### src/rtl/mips_pipe_pkg.sv
// Shared types and constants for the MIPS pipeline hazard controller.
// Stage control word layout: {pc_en, ifid_en, idex_en, exmem_en, memwb_en, ifid_flush, idex_flush, exmem_flush}.
package mips_pipe_pkg;

  typedef enum logic {
    RUN     = 1'b0,
    MD_WAIT = 1'b1
  } md_state_e;

  localparam logic [31:0] NOP_INSTR = 32'h0000_0000;
  localparam logic [4:0]  REG_ZERO  = 5'd0;

  typedef struct packed {
    logic pc_en;
    logic ifid_en;
    logic idex_en;
    logic exmem_en;
    logic memwb_en;
    logic ifid_flush;
    logic idex_flush;
    logic exmem_flush;
  } stage_ctrl_t;

  localparam stage_ctrl_t CTRL_RUN    = 8'b1111_1000;
  localparam stage_ctrl_t CTRL_FREEZE = 8'b0000_0000;
  localparam stage_ctrl_t CTRL_BRANCH = 8'b1111_1110;
  localparam stage_ctrl_t CTRL_BUBBLE = 8'b0011_1010;
  // Front end frozen, mul/div slot in EX/MEM replaced by a bubble, MEM/WB drains.
  localparam stage_ctrl_t CTRL_MDHOLD = 8'b0001_1001;

endpackage

### src/rtl/pipeline_hazard_controller_if.sv
// Hazard inputs from the pipeline and stage control strobes back to it.
// master = pipeline side, slave = hazard controller.
interface pipeline_hazard_controller_if #(
  parameter int CNT_W = 16
);
  logic [4:0]       id_rs;
  logic [4:0]       id_rt;
  logic             id_uses_rt;
  logic [4:0]       ex_rt;
  logic             ex_mem_read;
  logic             ex_branch_taken;
  logic             ex_md_start;
  logic             md_done;
  logic             dmem_ready;

  logic             pc_en;
  logic             ifid_en;
  logic             idex_en;
  logic             exmem_en;
  logic             memwb_en;
  logic             ifid_flush;
  logic             idex_flush;
  logic             exmem_flush;
  logic             md_timeout;
  logic [CNT_W-1:0] stall_count;

  modport master (
    output id_rs, id_rt, id_uses_rt, ex_rt, ex_mem_read, ex_branch_taken,
           ex_md_start, md_done, dmem_ready,
    input  pc_en, ifid_en, idex_en, exmem_en, memwb_en,
           ifid_flush, idex_flush, exmem_flush, md_timeout, stall_count
  );

  modport slave (
    input  id_rs, id_rt, id_uses_rt, ex_rt, ex_mem_read, ex_branch_taken,
           ex_md_start, md_done, dmem_ready,
    output pc_en, ifid_en, idex_en, exmem_en, memwb_en,
           ifid_flush, idex_flush, exmem_flush, md_timeout, stall_count
  );
endinterface

### src/rtl/load_use_detect.sv
// Combinational load-use comparator: a load in EX whose destination feeds the ID instruction.
// Writes to r0 never create a dependency.
module load_use_detect
  import mips_pipe_pkg::*;
(
  input  logic [4:0] id_rs_i,
  input  logic [4:0] id_rt_i,
  input  logic       id_uses_rt_i,
  input  logic [4:0] ex_rt_i,
  input  logic       ex_mem_read_i,
  output logic       load_use_o
);

  logic rs_hit;
  logic rt_hit;

  assign rs_hit     = (ex_rt_i == id_rs_i);
  assign rt_hit     = id_uses_rt_i & (ex_rt_i == id_rt_i);
  assign load_use_o = ex_mem_read_i & (ex_rt_i != REG_ZERO) & (rs_hit | rt_hit);

endmodule

### src/rtl/pipeline_hazard_controller.sv
// Stall/flush controller for PC and pipeline registers; Mealy outputs, zero added latency.
// Priority in RUN: dmem wait > taken branch > load-use > mul/div start; MD_WAIT guarded by a timeout.
module pipeline_hazard_controller
  import mips_pipe_pkg::*;
#(
  parameter int CNT_W      = 16,
  parameter int MD_TIMEOUT = 64
) (
  input logic                          clk,
  input logic                          rst,
  pipeline_hazard_controller_if.slave  hz
);

  localparam int              TMR_W    = $clog2(MD_TIMEOUT);
  localparam logic [TMR_W-1:0] TMR_LAST = TMR_W'(MD_TIMEOUT - 1);

  md_state_e        state_q, state_d;
  logic [TMR_W-1:0] timer_q, timer_d;
  logic             md_timeout_q, md_timeout_d;
  logic [CNT_W-1:0] stall_cnt_q;
  stage_ctrl_t      ctrl;
  logic             load_use;
  logic             md_release;

  load_use_detect u_load_use_detect (
    .id_rs_i       (hz.id_rs),
    .id_rt_i       (hz.id_rt),
    .id_uses_rt_i  (hz.id_uses_rt),
    .ex_rt_i       (hz.ex_rt),
    .ex_mem_read_i (hz.ex_mem_read),
    .load_use_o    (load_use)
  );

  assign md_release = hz.md_done | (timer_q == TMR_LAST);

  always_comb begin
    state_d      = state_q;
    timer_d      = timer_q;
    md_timeout_d = md_timeout_q;
    ctrl         = CTRL_RUN;

    case (state_q)
      RUN: begin
        if (!hz.dmem_ready) begin
          ctrl = CTRL_FREEZE;
        end else if (hz.ex_branch_taken) begin
          ctrl = CTRL_BRANCH;
        end else if (load_use) begin
          ctrl = CTRL_BUBBLE;
        end else if (hz.ex_md_start) begin
          ctrl    = CTRL_MDHOLD;
          state_d = MD_WAIT;
          timer_d = '0;
        end
      end
      MD_WAIT: begin
        timer_d = timer_q + TMR_W'(1);
        // Release cycle uses default strobes so the mul/div instruction moves on.
        if (md_release) begin
          state_d = RUN;
          if (!hz.md_done) begin
            md_timeout_d = 1'b1;
          end
        end else begin
          ctrl = CTRL_MDHOLD;
        end
        if (!hz.dmem_ready) begin
          ctrl = CTRL_FREEZE;
        end
      end
      default: begin
        state_d = RUN;
      end
    endcase

    if (rst) begin
      ctrl = CTRL_FREEZE;
    end
  end

  always_ff @(posedge clk or posedge rst) begin
    if (rst) begin
      state_q      <= RUN;
      timer_q      <= '0;
      md_timeout_q <= 1'b0;
      stall_cnt_q  <= '0;
    end else begin
      state_q      <= state_d;
      timer_q      <= timer_d;
      md_timeout_q <= md_timeout_d;
      if (!ctrl.pc_en && !(&stall_cnt_q)) begin
        stall_cnt_q <= stall_cnt_q + CNT_W'(1);
      end
    end
  end

  assign hz.pc_en       = ctrl.pc_en;
  assign hz.ifid_en     = ctrl.ifid_en;
  assign hz.idex_en     = ctrl.idex_en;
  assign hz.exmem_en    = ctrl.exmem_en;
  assign hz.memwb_en    = ctrl.memwb_en;
  assign hz.ifid_flush  = ctrl.ifid_flush;
  assign hz.idex_flush  = ctrl.idex_flush;
  assign hz.exmem_flush = ctrl.exmem_flush;
  assign hz.md_timeout  = md_timeout_q;
  assign hz.stall_count = stall_cnt_q;

endmodule

### src/flat_wrapper.sv
// flat-port wrapper written by rule: the top's interface ports become plain ports
module pipeline_hazard_controller_flat import mips_pipe_pkg::*;
#(
  parameter int CNT_W      = 16,
  parameter int MD_TIMEOUT = 64
)
  (clk, rst, hz_id_rs, hz_id_rt, hz_id_uses_rt, hz_ex_rt, hz_ex_mem_read, hz_ex_branch_taken, hz_ex_md_start, hz_md_done, hz_dmem_ready, hz_pc_en, hz_ifid_en, hz_idex_en, hz_exmem_en, hz_memwb_en, hz_ifid_flush, hz_idex_flush, hz_exmem_flush, hz_md_timeout, hz_stall_count);
  pipeline_hazard_controller_if #(.CNT_W(CNT_W)) hz_i ();
  input logic clk;
  input logic rst;
  input wire logic [$bits(hz_i.id_rs)-1:0] hz_id_rs;
  input wire logic [$bits(hz_i.id_rt)-1:0] hz_id_rt;
  input wire logic [$bits(hz_i.id_uses_rt)-1:0] hz_id_uses_rt;
  input wire logic [$bits(hz_i.ex_rt)-1:0] hz_ex_rt;
  input wire logic [$bits(hz_i.ex_mem_read)-1:0] hz_ex_mem_read;
  input wire logic [$bits(hz_i.ex_branch_taken)-1:0] hz_ex_branch_taken;
  input wire logic [$bits(hz_i.ex_md_start)-1:0] hz_ex_md_start;
  input wire logic [$bits(hz_i.md_done)-1:0] hz_md_done;
  input wire logic [$bits(hz_i.dmem_ready)-1:0] hz_dmem_ready;
  output wire logic [$bits(hz_i.pc_en)-1:0] hz_pc_en;
  output wire logic [$bits(hz_i.ifid_en)-1:0] hz_ifid_en;
  output wire logic [$bits(hz_i.idex_en)-1:0] hz_idex_en;
  output wire logic [$bits(hz_i.exmem_en)-1:0] hz_exmem_en;
  output wire logic [$bits(hz_i.memwb_en)-1:0] hz_memwb_en;
  output wire logic [$bits(hz_i.ifid_flush)-1:0] hz_ifid_flush;
  output wire logic [$bits(hz_i.idex_flush)-1:0] hz_idex_flush;
  output wire logic [$bits(hz_i.exmem_flush)-1:0] hz_exmem_flush;
  output wire logic [$bits(hz_i.md_timeout)-1:0] hz_md_timeout;
  output wire logic [$bits(hz_i.stall_count)-1:0] hz_stall_count;
  assign hz_i.id_rs = hz_id_rs;
  assign hz_i.id_rt = hz_id_rt;
  assign hz_i.id_uses_rt = hz_id_uses_rt;
  assign hz_i.ex_rt = hz_ex_rt;
  assign hz_i.ex_mem_read = hz_ex_mem_read;
  assign hz_i.ex_branch_taken = hz_ex_branch_taken;
  assign hz_i.ex_md_start = hz_ex_md_start;
  assign hz_i.md_done = hz_md_done;
  assign hz_i.dmem_ready = hz_dmem_ready;
  assign hz_pc_en = hz_i.pc_en;
  assign hz_ifid_en = hz_i.ifid_en;
  assign hz_idex_en = hz_i.idex_en;
  assign hz_exmem_en = hz_i.exmem_en;
  assign hz_memwb_en = hz_i.memwb_en;
  assign hz_ifid_flush = hz_i.ifid_flush;
  assign hz_idex_flush = hz_i.idex_flush;
  assign hz_exmem_flush = hz_i.exmem_flush;
  assign hz_md_timeout = hz_i.md_timeout;
  assign hz_stall_count = hz_i.stall_count;
  pipeline_hazard_controller #(.CNT_W(CNT_W), .MD_TIMEOUT(MD_TIMEOUT)) u_core (.clk(clk), .rst(rst), .hz(hz_i));
endmodule
### config.mk
export PLATFORM = sky130hd
export DESIGN_NAME = pipeline_hazard_controller_flat
export DESIGN_NICKNAME = d
export VERILOG_FILES = /design/src/rtl/mips_pipe_pkg.sv /design/src/rtl/pipeline_hazard_controller_if.sv /design/src/rtl/load_use_detect.sv /design/src/rtl/pipeline_hazard_controller.sv /design/src/flat_wrapper.sv
export SDC_FILE = /design/constraint.sdc
export NUM_CORES = 1
export LEC_CHECK = 0
export BUFFER_PORTS_ARGS = -buffer_cell sky130_fd_sc_hd__buf_2
export CELL_PAD_IN_SITES_DETAIL_PLACEMENT = 2
export CELL_PAD_IN_SITES_GLOBAL_PLACEMENT = 2
export CORE_MARGIN = 2
export CORE_UTILIZATION = 27
export CTS_BUF_LIST = sky130_fd_sc_hd__clkbuf_2
export DETAILED_ROUTE_END_ITERATION = 8
export MAX_ROUTING_LAYER = met4
export PLACE_DENSITY_LB_ADDON = 0.1
export SLEW_MARGIN = 20
export SYNTH_ARGS = -nofsm -noshare
export SYNTH_HDL_FRONTEND = slang
export SYNTH_HIERARCHICAL = 1
export SYNTH_SLANG_ARGS = --single-unit
export TNS_END_PERCENT = 10
### constraint.sdc
create_clock -name clk -period 1.7 [get_ports clk]
set_input_delay 0.085 -clock clk [delete_from_list [all_inputs] [get_ports clk]]
set_output_delay 0.085 -clock clk [all_outputs]
set_load 0.1 [all_outputs]
# Yosys cells after proc, flatten, opt, wreduce, memory -nomap -nowiden
# Cells that the tools add are included.
word_totals:
  reg_bits: 24
  latchBits: 0
  ramBits: 0
  mem_bits_ro: 0
  output_inout_bits: 25
  word_cells: 46
  mem_count: 0
op_classes:
  add_sub_neg: 2
  multipliers: 0
  n_div: 0
  order_cmp: 0
  eq_ne: 7
  shifts: 0
  n_mux: 19
  bitwise_logic: 7
  n_reduce_logical: 7
ops:
  columns: ["op", "count"]
  rows:
  - ["$mux W8", 7]
  - ["$mux W6", 4]
  - ["$add A16 B1 Y16 const B", 1]
  - ["$pmux W8 S2", 1]
  - ["$reduce_and A16 Y1", 1]
  - ["$pmux W6 S2", 1]
  - ["$eq A5 B5 Y1", 2]
  - ["$ne A2 B2 Y1 const B", 4]
  - ["$add A6 B1 Y6 const B", 1]
  - ["$eq A6 B6 Y1 const B", 1]
  - ["$mux W1", 5]
  - ["$reduce_bool A5 Y1", 1]
  - ["$reduce_and A4 Y1", 1]
  - ["$and A1 B1 Y1", 3]
  - ["$reduce_and A3 Y1", 1]
  - ["$logic_not A1 Y1", 2]
  - ["$not A1 Y1", 2]
  - ["$or A1 B1 Y1", 2]
  - ["$pmux W1 S2", 1]
  - ["$logic_and A1 B1 Y1", 1]

# Longest topological paths before layout
# Gate-level depths: netlist (run 1).
logic_depth:
  ltp_word: 11
  ltp_mapped: 9

# Hierarchy
# The synthesis (run 1) kept the hierarchy.
by_module_without_submodules:
  columns: ["module", "n_inst", "cells_each", "area_per_inst_um2", "seq_area_each_um2"]
  rows:
  - ["pipeline_hazard_controller", 1, 123, 1241.2, 600.6]
  - ["load_use_detect", 1, 17, 132.6, 0.0]

# Worst setup path before layout (run 1)
# OpenSTA, ideal clock, no wires.
synth_timing:
  kind: "input-to-reg"
  from: "input rst"
  to: "register u_core.stall_cnt_q[10] (netlist: u_core/hz.stall_count[10])"
  t_arrival_ps: 3167
  t_required_ps: 1574
  slack_ps: -1593
  stages: 7
  n_path_buf: 0
  cell_sequence: "inv_1 -> nand2_1 -> inv_1 -> o31ai_1 -> nor2_2 -> nor3_1 -> mux2_2"
synth_via:
  elab_chain_len: 3
synth_rtl:
  columns: ["item", "line", "source"]
  rows:
  - ["start: declaration", "flat_wrapper.sv:10", "input logic rst;"]
  - ["$mux W8", "pipeline_hazard_controller.sv:76", "if (rst) begin"]
  - ["$logic_not A1 Y1", "pipeline_hazard_controller.sv:91", "if (!ctrl.pc_en && !(&stall_cnt_q)) begin"]
  - ["$logic_and A1 B1 Y1", "pipeline_hazard_controller.sv:91", null]
  - ["end signal: assignment", "pipeline_hazard_controller.sv:92", "stall_cnt_q <= stall_cnt_q + CNT_W'(1);"]
  - ["end: declaration", "pipeline_hazard_controller.sv:20", "logic [CNT_W-1:0] stall_cnt_q;"]
# No other way between the ends.
# A chain may end at the register's enable or synchronous reset.

# Worst setup path in the final report (run 1)
layout_timing:
  from: "register u_core.timer_q[2]"
  to: "output hz_idex_en"
layout_via:
  elab_chain_len: 6
layout_rtl:
  columns: ["item", "line", "source"]
  rows:
  - ["start: declaration", "pipeline_hazard_controller.sv:18", "logic [TMR_W-1:0] timer_q, timer_d;"]
  - ["start signal: assignment", "pipeline_hazard_controller.sv:89", "timer_q <= timer_d;"]
  - ["$eq A6 B6 Y1", "pipeline_hazard_controller.sv:34", "assign md_release = hz.md_done | (timer_q == TMR_LAST);"]
  - ["$or A1 B1 Y1", "pipeline_hazard_controller.sv:34", null]
  - ["$mux W8", "pipeline_hazard_controller.sv:59", "if (md_release) begin"]
  - ["$mux W8", "pipeline_hazard_controller.sv:67", "if (!hz.dmem_ready) begin"]
  - ["$pmux W8 S2", "pipeline_hazard_controller.sv:42", "case (state_q)"]
  - ["$mux W8", "pipeline_hazard_controller.sv:76", null]
  - ["end: declaration", "flat_wrapper.sv:22", "output wire logic [$bits(hz_i.idex_en)-1:0] hz_idex_en;"]
# No other way between the ends.

==> results of run 1 <==
-- layout by cell type, fill, tap and decap left out, types with 4 or more instances in the layout --
master / n
sky130_fd_sc_hd__buf_12: 6
sky130_fd_sc_hd__nor3_2: 4
sky130_fd_sc_hd__xnor2_1: 5
sky130_fd_sc_hd__buf_4: 31
sky130_fd_sc_hd__nor2_1: 10
sky130_fd_sc_hd__buf_2: 41
sky130_fd_sc_hd__dfrtp_2: 6
sky130_fd_sc_hd__nand4_1: 5
sky130_fd_sc_hd__dfrtp_1: 18
sky130_fd_sc_hd__nand2_1: 10
sky130_fd_sc_hd__xor2_1: 21
sky130_fd_sc_hd__nand3_1: 6
-- metal layers --
metal / global-route usage [%] / part of all wire [%] / vias to the layer above
li1: - / - / 647
met1: 19.97 / 42 / 676
met2: 33.33 / 53 / 30
met3: 2.381 / 3.1 / 4
met4: 4.678 / 0.95 / 0
met5: - / 0 / -
-- worst max-delay path, stage by stage (launching register included) --
cell,delay [ns]
sky130_fd_sc_hd__dfrtp_1,0.42
sky130_fd_sc_hd__and3_4,0.21
sky130_fd_sc_hd__a311oi_4,0.10
sky130_fd_sc_hd__buf_4,0.16
sky130_fd_sc_hd__buf_4,0.13
sky130_fd_sc_hd__a311oi_4,0.29
sky130_fd_sc_hd__buf_12,0.22
-- repair_timing --
item	in CTS	in global routing
endpoints found under the hold margin	24	0
hold buffers	1	0
setup buffers	4	1
endpoints found under the setup margin	18	21
pin swaps	6	4
resized for setup	13	10
-- sequential cells by signal (all words and copies together) (netlist names) --
name	count
u_core/hz.md_timeout	1
u_core/state_q	1
u_core/timer_q	6
u_core/hz.stall_count	16
-- Yosys cell counts, drive strengths merged --
cell    number
or2          1
or3          1
xor2        21
a311oi       2
o211ai       2
nand3        7
xnor2        5
o21ai        4
nor3         8
buf          3
or4          1
inv          6
a22o         1
dfrtp       24
o22ai        1
nor2        13
nor4         2
mux2         2
a31o         1
a31oi        1
and2         4
and4         1
clkbuf       1
and3         4
nand2       12
a21oi        4
o31ai        1
nand4        5
ha           2
-- power by group --
group          switching [mW]  total (mW)  internal [mW]
clock                   0.193       0.396          0.202
combinational            1.15        1.59          0.447
sequential              0.110       0.809          0.699
total                    1.45        2.80           1.35
-- logic make-up (layout without fill, tap and decap cells) --
kind of cell | Yosys count | after routing | share of synthesized area [%]
mux | 2 | 2 | 1.912
fa+ha+maj | 2 | 2 | 1.821
compound gates | 17 | 17 | 9.745
buf+inv | 10 | 91 | 3.369
flops | 24 | 24 | 43.72
simple gates | 59 | 59 | 22.86
xor+xnor | 26 | 26 | 16.58
-- worst max path at each step --
| stage | startpoint | to | slack [ns] | cells past startpoint |
|---|---|---|---|---|
| after global placement | hz_ex_rt[0] | hz_exmem_flush | -0.28 | 11 |
| after global routing | u_core/timer_q[3]$_DFFE_PP0P_ | hz_exmem_flush | -0.37 | 6 |
| after CTS | u_core/timer_q[1]$_DFFE_PP0P_ | hz_exmem_flush | -0.32 | 6 |
| after floorplan | rst | u_core/hz.stall_count[10]$_DFFE_PP0P_ | -0.53 | 7 |
| after detailed placement | hz_ex_rt[3] | u_core/hz.stall_count[5]$_DFFE_PP0P_ | -0.36 | 11 |
| final | u_core/timer_q[2]$_DFFE_PP0P_ | hz_idex_en | -0.30 | 6 |
-- final cells by class --
type	instances	share of cell area [%]
Multi-Input combinational cell	106	38.91
Clock inverter	1	1.351
Inverter	6	1.351
Tap cell	67	3.773
Sequential cell	24	27.36
Timing Repair Buffer	81	26.58
Clock buffer	3	0.6757
-- metrics by stage --
| stage | instance area [sq um] | hold slack, ns | std cells | setup WS (ns) |
|---|---|---|---|---|
| floorplan | 1453 | -0.02110 | 140 | -0.5266 |
| finish | 2222 | 0.1169 | 288 | -0.2960 |
| CTS | 2177 | 0.1028 | 287 | -0.3151 |
| global route | 2222 | 0.1030 | 288 | -0.3708 |
| detailed placement | 2033 | 0.2378 | 278 | -0.3617 |
| global placement | 2033 | 0.2450 | 278 | -0.2781 |
==> metrics.log, run 1 <==
INFO  metric synth_area_leader_cell = sky130_fd_sc_hd__dfrtp_1
INFO  metric floorplan.initialDensity = 28.52%
INFO  metric fin_nets = 247
INFO  metric htreeDepth = 1
INFO  metric grt_setup_unrepaired = yes
INFO  metric run_status = finished with violations
INFO  metric totalNegativeSetupSlack = -1.429 ns
INFO  metric whs_path_depth = 3
INFO  metric timing.fmax = 501.0 MHz
INFO  metric measured_slew_at_the_worst_slew_check_pin = 0.4944 ns
INFO  metric synth_cells = 140
INFO  metric timing.max_slew.rel_slack = 67.27%
INFO  metric number_of_routed_nets_with_antenna_violations = 0
INFO  metric cts.clk_slew.worst_paths = 0.25 ns
INFO  metric final_critical_path_required_period = 1.996 ns
INFO  metric fp-row-count = 25
INFO  metric worstPathArrival = 1.91 ns
INFO  metric antenna_found_initial = 0
INFO  metric post-route-drc-count = 0
INFO  metric r2r.worst_path.cells = 6
INFO  metric place_hpwl = 3.522 mm
INFO  metric yosys.cell_types.count = 36
INFO  metric drt-pass1-iter-count = 4
INFO  metric drv_slew = 0
INFO  metric grt_pass1_vias = 1531
INFO  metric pin_count_of_the_biggest_net_entering_global_routing = 25
INFO  metric power_density = 1260 nW/um^2
INFO  metric ctsRootBufferMaster = sky130_fd_sc_hd__clkbuf_2
INFO  metric seq_area_frac_synth = 43.72%
INFO  metric failed_checks = setup timing
INFO  metric critPathLaunchType = flip-flop
INFO  metric setup_ws = -0.2960 ns
INFO  metric yosys_warnings = 6
INFO  metric clk-insertion-delay-late = 0.37 ns
INFO  metric clk_path_buf_depth = 2
INFO  metric dieArea = 5675 sq um
INFO  metric fin_util = 46.13%
INFO  metric hold_end = u_core/hz.md_timeout$_DFFE_PP0P_
INFO  metric synth.top_cell.area_share = 43.72%
INFO  metric place_congestion = 0.7557
INFO  metric core_region_area = 4817 sq um
INFO  metric timing.critical_path.fanout_max = 2
INFO  metric worstSetupPathType = reg2out
INFO  metric grt_remaining_overflow = 0
INFO  metric die_w = 75.33 um
INFO  metric worstPathRequired = 1.62 ns
INFO  metric syn-num-nets = 165
INFO  metric route.vias.total = 1357
INFO  metric footprint_of_the_multi_input_gates = 864.6 sq um
INFO  metric cap_violations = 0
INFO  metric grtUsageTotal = 17.89%
INFO  metric finalCritPeriodShare = 117.4%
INFO  metric cts-buffers-inserted = 3
INFO  metric pin_count = 48
INFO  metric syn_area_per_cell = 9.813 sq um
INFO  metric register_area = 608.1 sq um
INFO  metric grt_pass1_wl = 7.410 mm
INFO  metric finalWirelength = 4.608 mm
INFO  metric cts_tree = built
INFO  metric timing.rr.end = u_core/hz.stall_count[15]$_DFFE_PP0P_
INFO  metric skew = 0.009189 ns
INFO  metric reg2reg_setup_slack = -0.06 ns
INFO  metric via_to_cell_ratio = 4.712
INFO  metric timing.critical_path.to_type = primary output
INFO  metric insertedDiodeCount = 0
INFO  metric total_leakage_power = 1.035 nW
INFO  metric ratio_of_cells_with_drive_above_1_in_the_final_layout = 54.75%
INFO  metric synth_seq_cells = 24
INFO  metric synth.area.top_cells = sky130_fd_sc_hd__dfrtp_1 44%, sky130_fd_sc_hd__xor2_1 13%, sky130_fd_sc_hd__nor2_1 3.3%
INFO  metric final-hold-violation-count = 0
INFO  metric vdd_ir_drop_max = 0.6373 mV
INFO  metric post-layout-total-power = 2.799 mW
INFO  metric chipHeight = 75.33 um
INFO  metric port_buf_inserts = 47
INFO  metric timing.final.setup_violations = 14
INFO  metric mean_routed_wirelength_per_cell = 16.00 um
INFO  metric min-delay-path-class = in2reg
INFO  metric final.fill_count = 531
INFO  metric holdCritStartpoint = hz_md_done
INFO  metric area_growth_syn_to_layout = 61.75%
INFO  metric mappedNetlistArea = 1374 sq um
INFO  metric clock_sinks = 24
INFO  metric timing.rr.start = u_core/timer_q[3]$_DFFE_PP0P_
INFO  metric drt-initial-drc-count = 22
Note: power is estimated with default switching activity, not from simulation.
==> run 2, diff against run 1 <==
--- a/config.mk
+++ b/config.mk
@@ -5,11 +5,12 @@
 export SDC_FILE = /design/constraint.sdc
 export NUM_CORES = 1
 export LEC_CHECK = 0
+export ABC_AREA = 1
 export BUFFER_PORTS_ARGS = -buffer_cell sky130_fd_sc_hd__buf_2
 export CELL_PAD_IN_SITES_DETAIL_PLACEMENT = 2
 export CELL_PAD_IN_SITES_GLOBAL_PLACEMENT = 2
 export CORE_MARGIN = 2
-export CORE_UTILIZATION = 27
+export CORE_UTILIZATION = 25
 export CTS_BUF_LIST = sky130_fd_sc_hd__clkbuf_2
 export DETAILED_ROUTE_END_ITERATION = 8
 export MAX_ROUTING_LAYER = met4
==> run 2 against run 1 <==
Compared with the run above:
- the run still ends with setup timing left
- wire length grew 26%
- global-route usage down 1.2 points
- first-iteration DRC count is the same
- combinational power is 14% lower
- worst hold slack lost 0.034 ns
- total power decreased by 6.4%
- setup slack improved by 0.097 ns
- clock skew rose by 0.041 ns
- largest power group unchanged
- register-to-register slack got worse by 0.02 ns
- sequential power increased by 5.1%
- count of clock-buffer cells in the layout is the same
- highest routed layer unchanged
==> metrics.log, run 2 <==
INFO  metric mean_routed_wirelength_per_cell = 13.48 um (-16%)
INFO  metric syn_area_per_cell = 6.482 sq um (-34%)
INFO  metric grt_setup_unrepaired = yes
INFO  metric pwr-share-clk = 15.2% (+1.1 points)
INFO  metric cap_violations = 0 (unchanged)
INFO  metric measured_slew_at_the_worst_slew_check_pin = 0.4916 ns (-0.002750 ns)
INFO  metric drv_slew = 0 (unchanged)
INFO  metric timing.critical_path.fanout_max = 3 (+1)
INFO  metric chipHeight = 87.83 um (+17%)
INFO  metric worst_path_largest_cell_delay = 0.44 ns (+0.02 ns)
INFO  metric critical-path-slowest-cell = sky130_fd_sc_hd__dfrtp_1
INFO  metric finalWirelength = 5.822 mm (+26%)
INFO  metric timing.fmax = 526.5 MHz (+5.1%)
INFO  metric run_status = finished with violations
INFO  metric drt-initial-drc-count = 22 (unchanged)
INFO  metric holdCritStartpoint = hz_dmem_ready
INFO  metric hold_end = u_core/timer_q[0]$_DFFE_PP0P_
INFO  metric postSynth.topFlopCell = sky130_fd_sc_hd__dfrtp_1
INFO  metric timing.final.setup_violations = 8 (-6)
INFO  metric synthArstFlopShare = 100.0% (unchanged)
INFO  metric cts_tree = built
INFO  metric insertedDiodeCount = 0 (unchanged)
INFO  metric ctsRootBufferMaster = sky130_fd_sc_hd__clkbuf_2
INFO  metric whs_path_depth = 4 (+1)
INFO  metric number_of_routed_nets_with_antenna_violations = 0 (unchanged)
INFO  metric cts.clk_slew.worst_paths = 0.29 ns (+0.04 ns)
INFO  metric synth_seq_cells = 24 (unchanged)
INFO  metric grt_pass1_vias = 2012 (+31%)
INFO  metric setup_ws = -0.1994 ns (+0.09660 ns)
INFO  metric synth.top_cell.area_share = 34.19% (-9.5 points)
INFO  metric mostFrequentLayoutCell = sky130_fd_sc_hd__nand2_1
INFO  metric synth_cells = 271 (+94%)
INFO  metric min-delay-path-class = in2reg
INFO  metric reg2reg_setup_slack = -0.08 ns (-0.02 ns)
INFO  metric final_critical_path_required_period = 1.899 ns (-0.09660 ns)
INFO  metric holdWs = 0.08268 ns (-0.03424 ns)
INFO  metric ratio_of_cells_with_drive_above_1_in_the_final_layout = 31.25% (-24 points)
INFO  metric critPathLaunchType = flip-flop
INFO  metric clk_path_buf_depth = 2 (unchanged)
INFO  metric worstPathArrival = 1.81 ns (-0.10 ns)
INFO  metric pin_count = 48 (unchanged)
INFO  metric core_region_area = 6794 sq um (+41%)
INFO  metric drt-pass1-iter-count = 4 (unchanged)
INFO  metric fin_nets = 362 (+47%)
INFO  metric synthTopCellsByCount = 103 x sky130_fd_sc_hd__nand2_1, 30 x sky130_fd_sc_hd__nor2_1, 27 x sky130_fd_sc_hd__inv_1, 27 x sky130_fd_sc_hd__nand3_1, 24 x sky130_fd_sc_hd__dfrtp_1
INFO  metric synth.area.top_cells = sky130_fd_sc_hd__dfrtp_1 34%, sky130_fd_sc_hd__nand2_1 22%, sky130_fd_sc_hd__nand3_1 7.7%
INFO  metric timing.rr.end = u_core/hz.stall_count[9]$_DFFE_PP0P_
INFO  metric route.vias.total = 1942 (+43%)
INFO  metric grt_pass1_wl = 9.811 mm (+32%)
INFO  metric floorplan.initialDensity = 25.86% (-2.7 points)
INFO  metric yosysMostFrequentCell = sky130_fd_sc_hd__nand2_1
INFO  metric worstPathCellList = ha_2 -> nand3_4 -> o21bai_4 -> nand2_4 -> nor2_4 -> buf_12
INFO  metric yosys.cell_types.count = 26 (-28%)
INFO  metric failed_checks = setup timing
INFO  metric clk-insertion-delay-late = 0.38 ns (about the same)
INFO  metric count_of_flip_flops_with_a_built_in_enable_after_synthesis = 0 (unchanged)
INFO  metric totalNegativeSetupSlack = -0.7666 ns (+0.6625 ns)
INFO  metric timing.critical_path.to_type = primary output
INFO  metric seq_power_share = 32.5% (+3.6 points)
INFO  metric comb_power_share = 52.3% (-4.7 points)
INFO  metric place_hpwl = 4.586 mm (+30%)
INFO  metric mappedNetlistArea = 1757 sq um (+28%)
INFO  metric die_w = 87.83 um (+17%)
INFO  metric antenna_found_initial = 0 (unchanged)
INFO  metric cp_top_family = flip-flops
INFO  metric fin_util = 36.13% (-10 points)
INFO  metric htreeDepth = 1 (unchanged)
INFO  metric finalCritPeriodShare = 111.7% (-5.7 points)
INFO  metric r2r.worst_path.cells = 9 (+3)
INFO  metric place_congestion = 0.7895 (+4.5%)
INFO  metric largest_register_ff_count = 16 (unchanged)
INFO  metric syn-num-nets = 296 (+79%)
INFO  metric grt_remaining_overflow = 0 (unchanged)
INFO  metric via_to_cell_ratio = 4.495 (-4.6%)
INFO  metric fp-row-count = 30 (+20%)
INFO  metric grtUsageTotal = 16.70% (-1.2 points)
INFO  metric timing.critical_path.buf_inv = 1 (-2)
INFO  metric yosys_warnings = 6 (unchanged)
INFO  metric pin_count_of_the_biggest_net_entering_global_routing = 25 (unchanged)
INFO  metric worstPathRequired = 1.62 ns (about the same)
INFO  metric switching_share = 51.61% (-0.20 points)
INFO  metric seq_area_frac_synth = 34.19% (-9.5 points)
INFO  metric internal-power = 1.268 mW (-6.0%)
INFO  metric timing.max_slew.rel_slack = 67.45% (+0.18 points)
INFO  metric power_density = 1067 nW/um^2 (-15%)
INFO  metric switchingPower = 1.352 mW (-6.8%)
INFO  metric layout_common_cells = 102 x sky130_fd_sc_hd__nand2_1, 41 x sky130_fd_sc_hd__buf_2, 28 x sky130_fd_sc_hd__nor2_1, 27 x sky130_fd_sc_hd__nand3_1, 25 x sky130_fd_sc_hd__inv_1
INFO  metric port_buf_inserts = 47 (unchanged)
INFO  metric cts-buffers-inserted = 3 (unchanged)
INFO  metric post-route-drc-count = 0 (unchanged)
INFO  metric dieArea = 7713 sq um (+36%)
INFO  metric skew = 0.05028 ns (+0.04109 ns)
INFO  metric worstSetupPathType = reg2out
INFO  metric final-hold-violation-count = 0 (unchanged)
INFO  metric total_leakage_power = 1.252 nW (+21%)
INFO  metric vdd_ir_drop_max = 1.029 mV (+61%)
INFO  metric clock_sinks = 24 (unchanged)
INFO  metric synth_area_leader_cell = sky130_fd_sc_hd__dfrtp_1
INFO  metric timing.rr.start = u_core/timer_q[0]$_DFFE_PP0P_
INFO  metric area_growth_syn_to_layout = 39.74%
## run 2: cell count changes in the layout (fill, tap and decap cells not counted), moves of 7 or more
cell | previous run | this run
sky130_fd_sc_hd__buf_4 | 31 | 17
sky130_fd_sc_hd__inv_1 | 3 | 25
sky130_fd_sc_hd__inv_2 | 1 | 8
sky130_fd_sc_hd__nand2_1 | 10 | 102
sky130_fd_sc_hd__nor2_1 | 10 | 28
sky130_fd_sc_hd__xor2_1 | 21 | 3
sky130_fd_sc_hd__nand3_1 | 6 | 27
## run 2: worst max path at each step
| stage | from | end | slack, ns | cells past startpoint |
|---|---|---|---|---|
| 5_1_grt | u_core/timer_q[0]$_DFFE_PP0P_ | hz_ifid_en | -0.34 | 6 |
| 4_1_cts | u_core/timer_q[0]$_DFFE_PP0P_ | hz_pc_en | -0.29 | 6 |
| 3_5_place_dp | hz_ex_rt[3] | u_core/hz.stall_count[13]$_DFFE_PP0P_ | -0.02 | 13 |
| 2_1_floorplan | u_core/hz.stall_count[11]$_DFFE_PP0P_ | u_core/hz.stall_count[12]$_DFFE_PP0P_ | -0.28 | 8 |
| 6_report | u_core/timer_q[0]$_DFFE_PP0P_ | hz_pc_en | -0.20 | 6 |
| 3_3_place_gp | hz_ex_rt[3] | u_core/hz.stall_count[15]$_DFFE_PP0P_ | -0.0001 | 13 |
## run 2: cell families after synthesis
group | after synthesis | synth area share (%)
flip-flops | 24 | 34.19
XOR/XNOR | 9 | 4.487
buffers and inverters | 40 | 9.758
adder cells (fa/ha/maj) | 2 | 1.424
AND/OR/NAND/NOR | 182 | 45.58
AO/OA/AOI/OAI | 14 | 4.559
## run 2: repair_timing
| item | 4_1_cts | 5_1_grt |
|---|---|---|
| pin swaps | 5 | 2 |
| setup buffers | 2 | 2 |
| endpoints found under the setup margin | 8 | 21 |
| gates resized for setup | 7 | 1 |
| hold buffers | 2 | 0 |
| endpoints found under the hold margin | 25 | 0 |
## run 2: layout make-up
type                            instances  area (sq um)
Inverter                               34         130.1
Tap cell                               96         120.1
Timing Repair Buffer                   67         484.2
Clock inverter                          1         30.03
Clock buffer                            3         15.01
Multi-Input combinational cell        207          1064
Fill cell                             851          4339
Sequential cell                        24         611.8
## run 2: worst min-delay path: stages
cell and delay, ns:
sky130_fd_sc_hd__buf_2 0.11, sky130_fd_sc_hd__nand2_1 0.10, sky130_fd_sc_hd__nand2_1 0.10, sky130_fd_sc_hd__a21oi_1 0.07
## run 2: through the flow
step                      instance area [sq um]  setup WS (ns)  cells  power [mW]
after floorplan                            1821        -0.2808    271       1.853
after global placement                     2321     -0.0001371    422       2.178
after detailed placement                   2321       -0.01506    422       2.200
after CTS                                  2436        -0.2870    430       2.649
after global routing                       2455        -0.3433    432       2.795
final                                      2455        -0.1994    432       2.620
## run 2: power by group through the flow
stage / registers, mW / logic (mW) / clock network [mW]
6_report: 0.850 / 1.37 / 0.399
5_1_grt: 0.879 / 1.47 / 0.443
4_1_cts: 0.853 / 1.37 / 0.426
3_5_place_dp: 0.855 / 1.34 / 0
3_3_place_gp: 0.852 / 1.33 / 0
2_1_floorplan: 1.36 / 0.495 / 0
## run 2: layer usage
layer | share of wire [%] | global-route usage (%) | wire [um] | vias up
li1 | - | - | - | 975
met1 | 49 | 23.00 | 2852 | 933
met2 | 47 | 26.03 | 2741 | 30
met3 | 3.2 | 2.356 | 187 | 4
met4 | 0.72 | 3.776 | 42 | 0
met5 | 0 | - | 0 | -
